==> config.mk <==
export PLATFORM = sky130hd
export DESIGN_NAME = ft_tx_pattern_gen
export DESIGN_NICKNAME = d
export VERILOG_FILES = /design/src/rtl/ft_tx_pattern_gen.sv
export SDC_FILE = /design/constraint.sdc
export NUM_CORES = 1
export LEC_CHECK = 0
export CORE_MARGIN = 2
export CORE_UTILIZATION = 58
export CTS_BUF_LIST = sky130_fd_sc_hd__clkbuf_16
export DETAILED_ROUTE_END_ITERATION = 16
export GPL_ROUTABILITY_DRIVEN = 0
export PLACE_DENSITY = 0.81
export SLEW_MARGIN = 20
export SYNTH_ARGS = -nofsm -noshare
export SYNTH_HDL_FRONTEND = slang
export SYNTH_SLANG_ARGS = --single-unit
==> constraint.sdc <==
create_clock -name wr_clk -period 10.4 [get_ports wr_clk]
set_clock_uncertainty 0.2 [all_clocks]
set_input_delay 1.04 -clock wr_clk [delete_from_list [all_inputs] [get_ports wr_clk]]
set_output_delay 1.04 -clock wr_clk [all_outputs]
set_load 0.02 [all_outputs]
==> src/rtl/ft_tx_pattern_gen.sv <==
// FT601 TX-FIFO test-pattern generator: ramp/counter/LFSR/walking-one words with burst/gap shaping.
// Optional FT_TXGEN_HDR_EN: first word of every burst is a {A5A5, burst_cnt} header.
`timescale 1ns/1ps
module ft_tx_pattern_gen #(
  parameter int unsigned DATA_W    = 32,
  parameter int unsigned CNT_W     = 16,
  parameter logic [31:0] LFSR_SEED = 32'h0000_0001
) (
  input  logic              wr_clk,
  input  logic              sys_rst,
  input  logic              ft_ready,
  input  logic              start,
  input  logic              abort,
  input  logic [1:0]        mode,
  input  logic [CNT_W-1:0]  burst_len,
  input  logic [CNT_W-1:0]  gap_len,
  input  logic [CNT_W-1:0]  num_bursts,
  input  logic              wr_full,
  output logic [DATA_W-1:0] wr_data,
  output logic              wr_en,
  output logic              busy,
  output logic              done,
  output logic [31:0]       word_cnt,
  output logic [CNT_W-1:0]  burst_cnt
);

  localparam int unsigned NB     = DATA_W / 8;
  localparam int unsigned NW     = DATA_W / 32;
  localparam int unsigned WALK_W = $clog2(DATA_W);

  typedef enum logic [1:0] {S_IDLE, S_BURST, S_GAP, S_DONE} state_t;

  state_t              state_q, state_n;
  logic [1:0]          mode_q, mode_n;
  logic [CNT_W-1:0]    blen_q, blen_n, gap_q, gap_n, nb_q, nb_n;
  logic [CNT_W-1:0]    beat_q, beat_n, gcnt_q, gcnt_n;
  logic [CNT_W-1:0]    burst_cnt_q, burst_cnt_n, blen_last;
  logic [7:0]          base_q, base_n;
  logic [31:0]         lfsr_q, lfsr_n, pcnt_q, pcnt_n, word_cnt_q, word_cnt_n;
  logic [WALK_W-1:0]   walk_q, walk_n;
  logic                done_q, done_n, busy_q, busy_n;
  logic [DATA_W-1:0]   data_q, data_n;
  logic                adv, upd;

  function automatic logic [DATA_W-1:0] pattern_word(input logic [1:0] md, input logic [7:0] base,
      input logic [31:0] lfsr, input logic [31:0] pcnt, input logic [WALK_W-1:0] walk);
    logic [DATA_W-1:0] w;
    w = '0;
    case (md)
      2'd0:    for (int unsigned k = 0; k < NB; k++) w[k*8 +: 8] = base + 8'(k);
      2'd1:    w = DATA_W'(pcnt);
      2'd2:    for (int unsigned j = 0; j < NW; j++) w[j*32 +: 32] = lfsr;
      default: w[walk] = 1'b1;
    endcase
    return w;
  endfunction

  // XNOR feedback (taps 32,22,2,1) so a seed of 1 steps 1 -> 2 -> 4 ...
  function automatic logic [31:0] lfsr_step(input logic [31:0] l);
    return {l[30:0], ~(l[31] ^ l[21] ^ l[1] ^ l[0])};
  endfunction

`ifdef FT_TXGEN_HDR_EN
  function automatic logic [DATA_W-1:0] header_word(input logic [CNT_W-1:0] bc);
    logic [DATA_W-1:0] w;
    w = '0;
    w[31:0] = {16'hA5A5, 16'(bc)};
    return w;
  endfunction
`endif

  assign wr_en     = (state_q == S_BURST) & ft_ready & ~wr_full & ~abort;
  assign blen_last = (blen_q == '0) ? '0 : blen_q - CNT_W'(1);

  // Next-state, counters and pattern update
  always_comb begin
    state_n     = state_q;
    mode_n      = mode_q;
    blen_n      = blen_q;
    gap_n       = gap_q;
    nb_n        = nb_q;
    beat_n      = beat_q;
    gcnt_n      = gcnt_q;
    burst_cnt_n = burst_cnt_q;
    base_n      = base_q;
    lfsr_n      = lfsr_q;
    pcnt_n      = pcnt_q;
    walk_n      = walk_q;
    word_cnt_n  = word_cnt_q;
    done_n      = done_q;
    data_n      = data_q;
    adv         = 1'b0;
    upd         = 1'b0;

    if (abort) begin
      state_n = S_IDLE;
    end else begin
      case (state_q)
        S_IDLE, S_DONE: begin
          if (start) begin
            state_n     = S_BURST;
            mode_n      = mode;
            blen_n      = burst_len;
            gap_n       = gap_len;
            nb_n        = num_bursts;
            beat_n      = '0;
            gcnt_n      = '0;
            burst_cnt_n = '0;
            base_n      = '0;
            lfsr_n      = LFSR_SEED;
            pcnt_n      = '0;
            walk_n      = '0;
            word_cnt_n  = '0;
            done_n      = 1'b0;
            upd         = 1'b1;
          end
        end
        S_BURST: begin
          if (wr_en) begin
            upd        = 1'b1;
`ifdef FT_TXGEN_HDR_EN
            adv        = (beat_q != '0);
`else
            adv        = 1'b1;
`endif
            word_cnt_n = word_cnt_q + 32'd1;
            if (beat_q == blen_last) begin
              beat_n      = '0;
              burst_cnt_n = burst_cnt_q + CNT_W'(1);
              if (nb_q != '0 && burst_cnt_n == nb_q) begin
                state_n = S_DONE;
                done_n  = 1'b1;
              end else if (gap_q != '0) begin
                state_n = S_GAP;
                gcnt_n  = '0;
              end
            end else begin
              beat_n = beat_q + CNT_W'(1);
            end
          end
        end
        S_GAP: begin
          if (gcnt_q == gap_q - CNT_W'(1)) state_n = S_BURST;
          else                              gcnt_n  = gcnt_q + CNT_W'(1);
        end
        default: state_n = S_IDLE;
      endcase
    end

    if (adv) begin
      base_n = base_q + 8'(NB);
      lfsr_n = lfsr_step(lfsr_q);
      pcnt_n = pcnt_q + 32'd1;
      walk_n = (walk_q == WALK_W'(DATA_W - 1)) ? '0 : walk_q + WALK_W'(1);
    end

`ifdef FT_TXGEN_HDR_EN
    if (upd) data_n = (beat_n == '0) ? header_word(burst_cnt_n)
                                     : pattern_word(mode_n, base_n, lfsr_n, pcnt_n, walk_n);
`else
    if (upd) data_n = pattern_word(mode_n, base_n, lfsr_n, pcnt_n, walk_n);
`endif

    busy_n = (state_n == S_BURST) || (state_n == S_GAP);
  end

  always_ff @(posedge wr_clk or posedge sys_rst) begin
    if (sys_rst) begin
      state_q     <= S_IDLE;
      mode_q      <= '0;
      blen_q      <= '0;
      gap_q       <= '0;
      nb_q        <= '0;
      beat_q      <= '0;
      gcnt_q      <= '0;
      burst_cnt_q <= '0;
      base_q      <= '0;
      lfsr_q      <= LFSR_SEED;
      pcnt_q      <= '0;
      walk_q      <= '0;
      word_cnt_q  <= '0;
      done_q      <= 1'b0;
      busy_q      <= 1'b0;
      data_q      <= '0;
    end else begin
      state_q     <= state_n;
      mode_q      <= mode_n;
      blen_q      <= blen_n;
      gap_q       <= gap_n;
      nb_q        <= nb_n;
      beat_q      <= beat_n;
      gcnt_q      <= gcnt_n;
      burst_cnt_q <= burst_cnt_n;
      base_q      <= base_n;
      lfsr_q      <= lfsr_n;
      pcnt_q      <= pcnt_n;
      walk_q      <= walk_n;
      word_cnt_q  <= word_cnt_n;
      done_q      <= done_n;
      busy_q      <= busy_n;
      data_q      <= data_n;
    end
  end

  assign wr_data   = data_q;
  assign busy      = busy_q;
  assign done      = done_q;
  assign word_cnt  = word_cnt_q;
  assign burst_cnt = burst_cnt_q;

endmodule

==> reports/qor.csv <==
metric,value,unit
cts_resized,0,
synth_area_leaders,"dfrtp_1 45%, nor2_1 4.3%, xnor2_1 3.8%, xor2_1 3.8%, nand2_1 3.7%",
layout_worst_path_cycle_share,0.492,
maxSlewHeadroom,0.289,
overflow,0,
crit_fanout,60,
viasPerCell,6.29,
grt_pass1_wl,58.5,mm
wl_per_cell,19.1,um
root_buffer,clkbuf_16,
syn2layout_area_growth,18.1,%
post-place-cells,1846,
start_util,0.585,
p_per_area,221,mW/mm^2
dieArea,0.0247,mm^2
drt_iter0_markers,1286,
dp.final_hpwl,24.7,mm
layout-drive-gt1-share,0.0711,
max_cap_viol_count,0,
hp-class,reg -> reg,
detail_route.first_pass.iterations,8,
grt_pass1_vias,11500,
die_h,157,um
ys.flop_type,dfrtp_1,
critPathKind,in -> reg,
synth_nets,1534,
ys_types,76,
die_w,157,um
ys_seq_area_frac,0.447,
fp-row-count,56,
nNetsFinal,1630,
n_antenna_cell,0,
cts_htree_levels,1,
synth-edff-count,0,
clk_path_buf_depth,3,
antenna_found_initial,0,
leakagePower,6.56,nW
finalHoldViolCount,0,
vias,11900,
yosys-top-cells-count,"242 x dfrtp_1, 157 x nor2_1, 135 x nand2_1",
rr_worst_depth,14,
cts_buffers,28,
fin_crit,5.12,ns
setup.worst_path.end_class,register,
top_layer_used,met4,
drt-met1-wl,15.0,mm
status,completed,
synth.most_common_cell,dfrtp_1,
fillers,1793,
startpoint_type,input pin,
cts_tree,done,
cp.required,10.59,ns
cp.arrival,5.31,ns
holdWs,0.299,ns
holdBufCountCts,0,
grt_max_degree,85,
avgSynthCellArea,9.31,um^2
insertion_delay,0.55,ns
finalSetupTns,0,ns
fmax,195,MHz
async_flop_share,1.00,
rsz0062_at_grt,false,
drtAntennaViolNets,0,
post_cts_buffers,0,
routed_wirelength,36.2,mm
route.detailed.drc,0,
port_buffers,138,
utilization,0.691,
worstMarginPinSlew,1.06,ns
max-vdd-ir-drop,0.144,mV
ys_seq_elements,243,
setup_viol,0,
synth_area,0.0136,mm^2
met3_wirelength,2.49,mm
stdcell_count,1895,
synthCells,1462,
wl_met2,17.6,mm
regToRegSetupSlack,5.61,ns
finalMaxSlewViolations,0,
yosysTopAreaCell,dfrtp_1,
synth.top_cell.area_share,0.445,
ios,139,
cts_sinks,243,
yosys_warnings,0,
core_area,0.0233,mm^2
grt.total_usage,0.292,
min_path_cells,1,
path_clk_slew,0.06,ns
[power by group]
part	internal, mW	switching (mW)
clock network	0.544	0.381
logic	0.546	0.702
registers	1.13	0.258
total	2.22	1.34
[registers in the layout, indices dropped and copies added (netlist names), 2 cells and up]
register and cells:
lfsr_q 32, pcnt_q 32, word_cnt 32, wr_data 32
beat_q 16, blen_q 16, burst_cnt 16, gap_q 16
gcnt_q 16, nb_q 16, base_q 8, walk_q 5
mode_q 2, state_q 2
[final cells by class]
type	instances	area [um^2]	area share
flip-flops and latches	243	6080	0.379
repair buffers	152	1500	0.0935
well taps	319	399	0.0248
clock inverters	19	124	0.00771
inverters	32	128	0.00794
clock buffers	29	726	0.0452
multi-input cells	1101	7110	0.442
[per-layer routing]
layer,GRT usage,up-vias
li1,-,5547
met1,0.390,5795
met2,0.494,486
met3,0.0419,87
met4,0.0935,0
met5,0,-
[layout by cell type (no fill, tap or decap), drive strengths merged, types with 12 or more instances in the layout]
cell / netlist / final
and3: 25 / 25
nand3: 63 / 63
clkdlybuf4s50: 0 / 138
nor2: 157 / 157
buf: 15 / 14
xnor2: 59 / 59
or4: 19 / 19
dfrtp: 242 / 242
nand2b: 14 / 14
ha: 16 / 16
xor2: 59 / 59
or3: 12 / 12
nor4: 25 / 25
a21oi: 76 / 76
a211oi: 18 / 18
mux2: 44 / 44
nor3: 38 / 38
nand2: 135 / 135
clkbuf: 71 / 29
a221oi: 24 / 24
nand4: 38 / 38
o31ai: 23 / 23
o21ai: 65 / 65
inv: 31 / 41
mux2i: 21 / 21
a22o: 33 / 33
[metrics by stage]
stage / worst slack (ns) / cell area, um^2 / power, mW
after floorplan: 2.49 / 13600 / 2.19
after global placement: 4.89 / 15200 / 2.58
after detailed placement: 4.74 / 15200 / 2.62
after CTS: 5.32 / 16000 / 3.54
after global routing: 5.01 / 16100 / 3.74
final: 5.28 / 16100 / 3.56
[worst paths after layout]
| kind | end | start |
|---|---|---|
| hold reg to reg | done | done |
| max in group asynchronous | beat_q[7] | sys_rst |
| hold / removal | done | done |
| min in group asynchronous | word_cnt[19] | sys_rst |
| setup reg to reg | wr_data[31] | state_q[0] |
| setup / recovery | wr_data[31] | abort |
[worst max-delay path, stage by stage]
cell and delay, ns:
clkdlybuf4s50_1 0.57, and3b_2 0.29, buf_4 0.63, nand2_1 0.86, nand2_1 0.49, inv_1 0.13, ha_1 0.30, a21o_1 0.22
nand4_1 0.11, xor2_1 0.16, a21oi_1 0.08, a222oi_1 0.27, a21oi_1 0.12
[logic make-up after synthesis]
family / share of synthesized area
AOI/OAI and AO/OA: 0.163
DFF: 0.447
muxes: 0.0519
xor gates and xnor gates: 0.0776
buffers and inverters: 0.0349
adders and majority gates: 0.0147
and+or+nand+nor: 0.211
(Power assumes the default switching activity.)
==> RTL edit (same settings) <==
Register the output `word_cnt` once more, cleared by the reset; this adds one clock of latency there. The other outputs are not delayed to match.
--- a/src/rtl/ft_tx_pattern_gen.sv
+++ b/src/rtl/ft_tx_pattern_gen.sv
@@ -205,7 +205,13 @@
   assign wr_data   = data_q;
   assign busy      = busy_q;
   assign done      = done_q;
-  assign word_cnt  = word_cnt_q;
+  always_ff @(posedge wr_clk or posedge sys_rst) begin
+    if (sys_rst) begin
+      word_cnt <= '0;
+    end else begin
+      word_cnt <= word_cnt_q;
+    end
+  end
   assign burst_cnt = burst_cnt_q;
 
 endmodule
Behaviour: not the same (a bounded check fails within 4 cycles, from zero or initial values and one cycle with sys_rst high).
==> RTL edit against the original RTL <==
  * Sequential cell count grew 32
  * Setup slack gained 230 ps
  * Total power shrank 14%
  * Non-clock buffer count shrank 1
  * Design area grew 4.2%
  * Routed wire length grew 0.71%
  * Synthesized area grew 4.6%
  * Worst hold slack lost 83 ps
  * Cell count grew 1.6%
==> RTL edit: results (changes against the original RTL) <==
stage,metric,value,unit,change
critical_path,R2R Setup Slk,5520,ps,was 5610 ps
critical_path,WP data arrival,5150,ps,was 5310 ps
drt,detailed router's first-iteration violation count,1330,,was 1286
finish,share of final-layout standard cells stronger than drive strength 1,7.740,%,was 7.107%
critical_path,r2r worst-path depth,12,,was 14
run_status,run status,finished clean,,unchanged
grt,wire length of the first global-routing pass,59.40,mm,was 58.48 mm
synth,Synth Net Count,1553,,was 1534
synth,part of the Yosys area used for sequential elements,48.38,%,was 44.70%
drt,routed wire length,36.46,mm,was 36.20 mm
finish,area growth from synthesis to final layout,17.69,%,was 18.10%
critical_path,Slowest cell on crit path,o21ai_2,,was nand2_1
synth,count of cell types in the netlist,75,,was 76
grt,number of global-route vias before repair,11450,,was 11470
finish,count of nets after finishing,1652,,was 1630
placement,Placement Cell Area,0.01582,mm²,was 0.01518 mm²
timing,maximum frequency from static timing analysis,204.7,MHz,was 195.4 MHz
placement,Inst Count DP,1873,,was 1846
timing,slew at the pin closest to its max-slew limit,1074,ps,was 1058 ps
critical_path,Critical Path Fanout Max,19,,was 60
critical_path,capture instance of the worst register-to-register path,gcnt_q[14]$_DFFE_PP0P_,,was wr_data[31]$_DFFE_PP0P_
synth,Post-Syn Instances,1481,,was 1462
placement,HPWL after detailed placement,24.95,mm,was 24.68 mm
finish,number of fill cells in the layout,1818,,was 1793
worst_hold_path,endpoint of the worst hold path,word_cnt[24]$_DFF_PP0_,,was done$_DFFE_PP0P_
pwr,leak pwr,6.983,nW,was 6.559 nW
synth,commonest cells in the synthesized netlist,"dfrtp_1, nor2_1, nand2_1, o21ai_0",,"was dfrtp_1, nor2_1, nand2_1, a21oi_1, clkbuf_1"
clock_tree,total clock buffers created by CTS,29,,was 28
grt,largest net degree at the start of global routing,141,,was 85
pwr,Worst IR Drop VDD,0.2069,mV,was 0.1444 mV
drt,routed via count divided by cell count,6.209,,was 6.288
## RTL edit: cell count changes in the layout (fill, tap and decap cells not counted), sizes merged, moves of 8 or more
cell,change
a21oi,-16
a221oi,-10
a22o,+8
and3,-8
dfrtp,+32
nand2,+8
o21ai,+22
or4,-8
xnor2,-9
## RTL edit: kinds of logic after synthesis
kind of cell / share of synthesized area (%)
AO/OA/AOI/OAI: 15.30
flip-flops: 48.38
multiplexers: 4.898
AND/OR/NAND/NOR: 19.95
buffers and inverters: 3.104
XOR/XNOR: 6.956
adder cells (fa/ha/maj): 1.407
## RTL edit: worst max path at each step
stage / start / endpoint
floorplan: sys_rst / base_q[0]$_DFF_PP0_
global placement: abort / wr_data[23]$_DFFE_PP0P_
detailed placement: abort / wr_data[23]$_DFFE_PP0P_
CTS: blen_q[0]$_DFFE_PP0P_ / gcnt_q[14]$_DFFE_PP0P_
global route: blen_q[0]$_DFFE_PP0P_ / beat_q[12]$_DFFE_PP0P_
finish: blen_q[0]$_DFFE_PP0P_ / gcnt_q[14]$_DFFE_PP0P_
## RTL edit: area by class of cell
class                           count  area [µm²]  area share (%)
Tap cell                          324       405.4           2.421
Sequential cell                   275        6883           41.10
Clock inverter                     24       190.2           1.136
Multi-Input combinational cell   1092        6938           41.43
Timing Repair Buffer              151        1479           8.832
Inverter                           31       123.9          0.7397
Clock buffer                       29       725.7           4.334
## RTL edit: where the power goes
group / switching, mW / total [mW] / internal (mW)
Clock: 0.423 / 1.00 / 0.579
Combinational: 0.414 / 0.736 / 0.322
Sequential: 0.138 / 1.32 / 1.19
## RTL edit: layer usage
layer,share of wire [%],track usage (%),up-vias,routed length [µm]
met1,42,39.58,5787,15490
li1,-,-,5565,-
met2,47,45.20,522,17210
met4,3.2,9.173,0,1160
met5,0,0,-,0
met3,7.1,4.106,84,2592
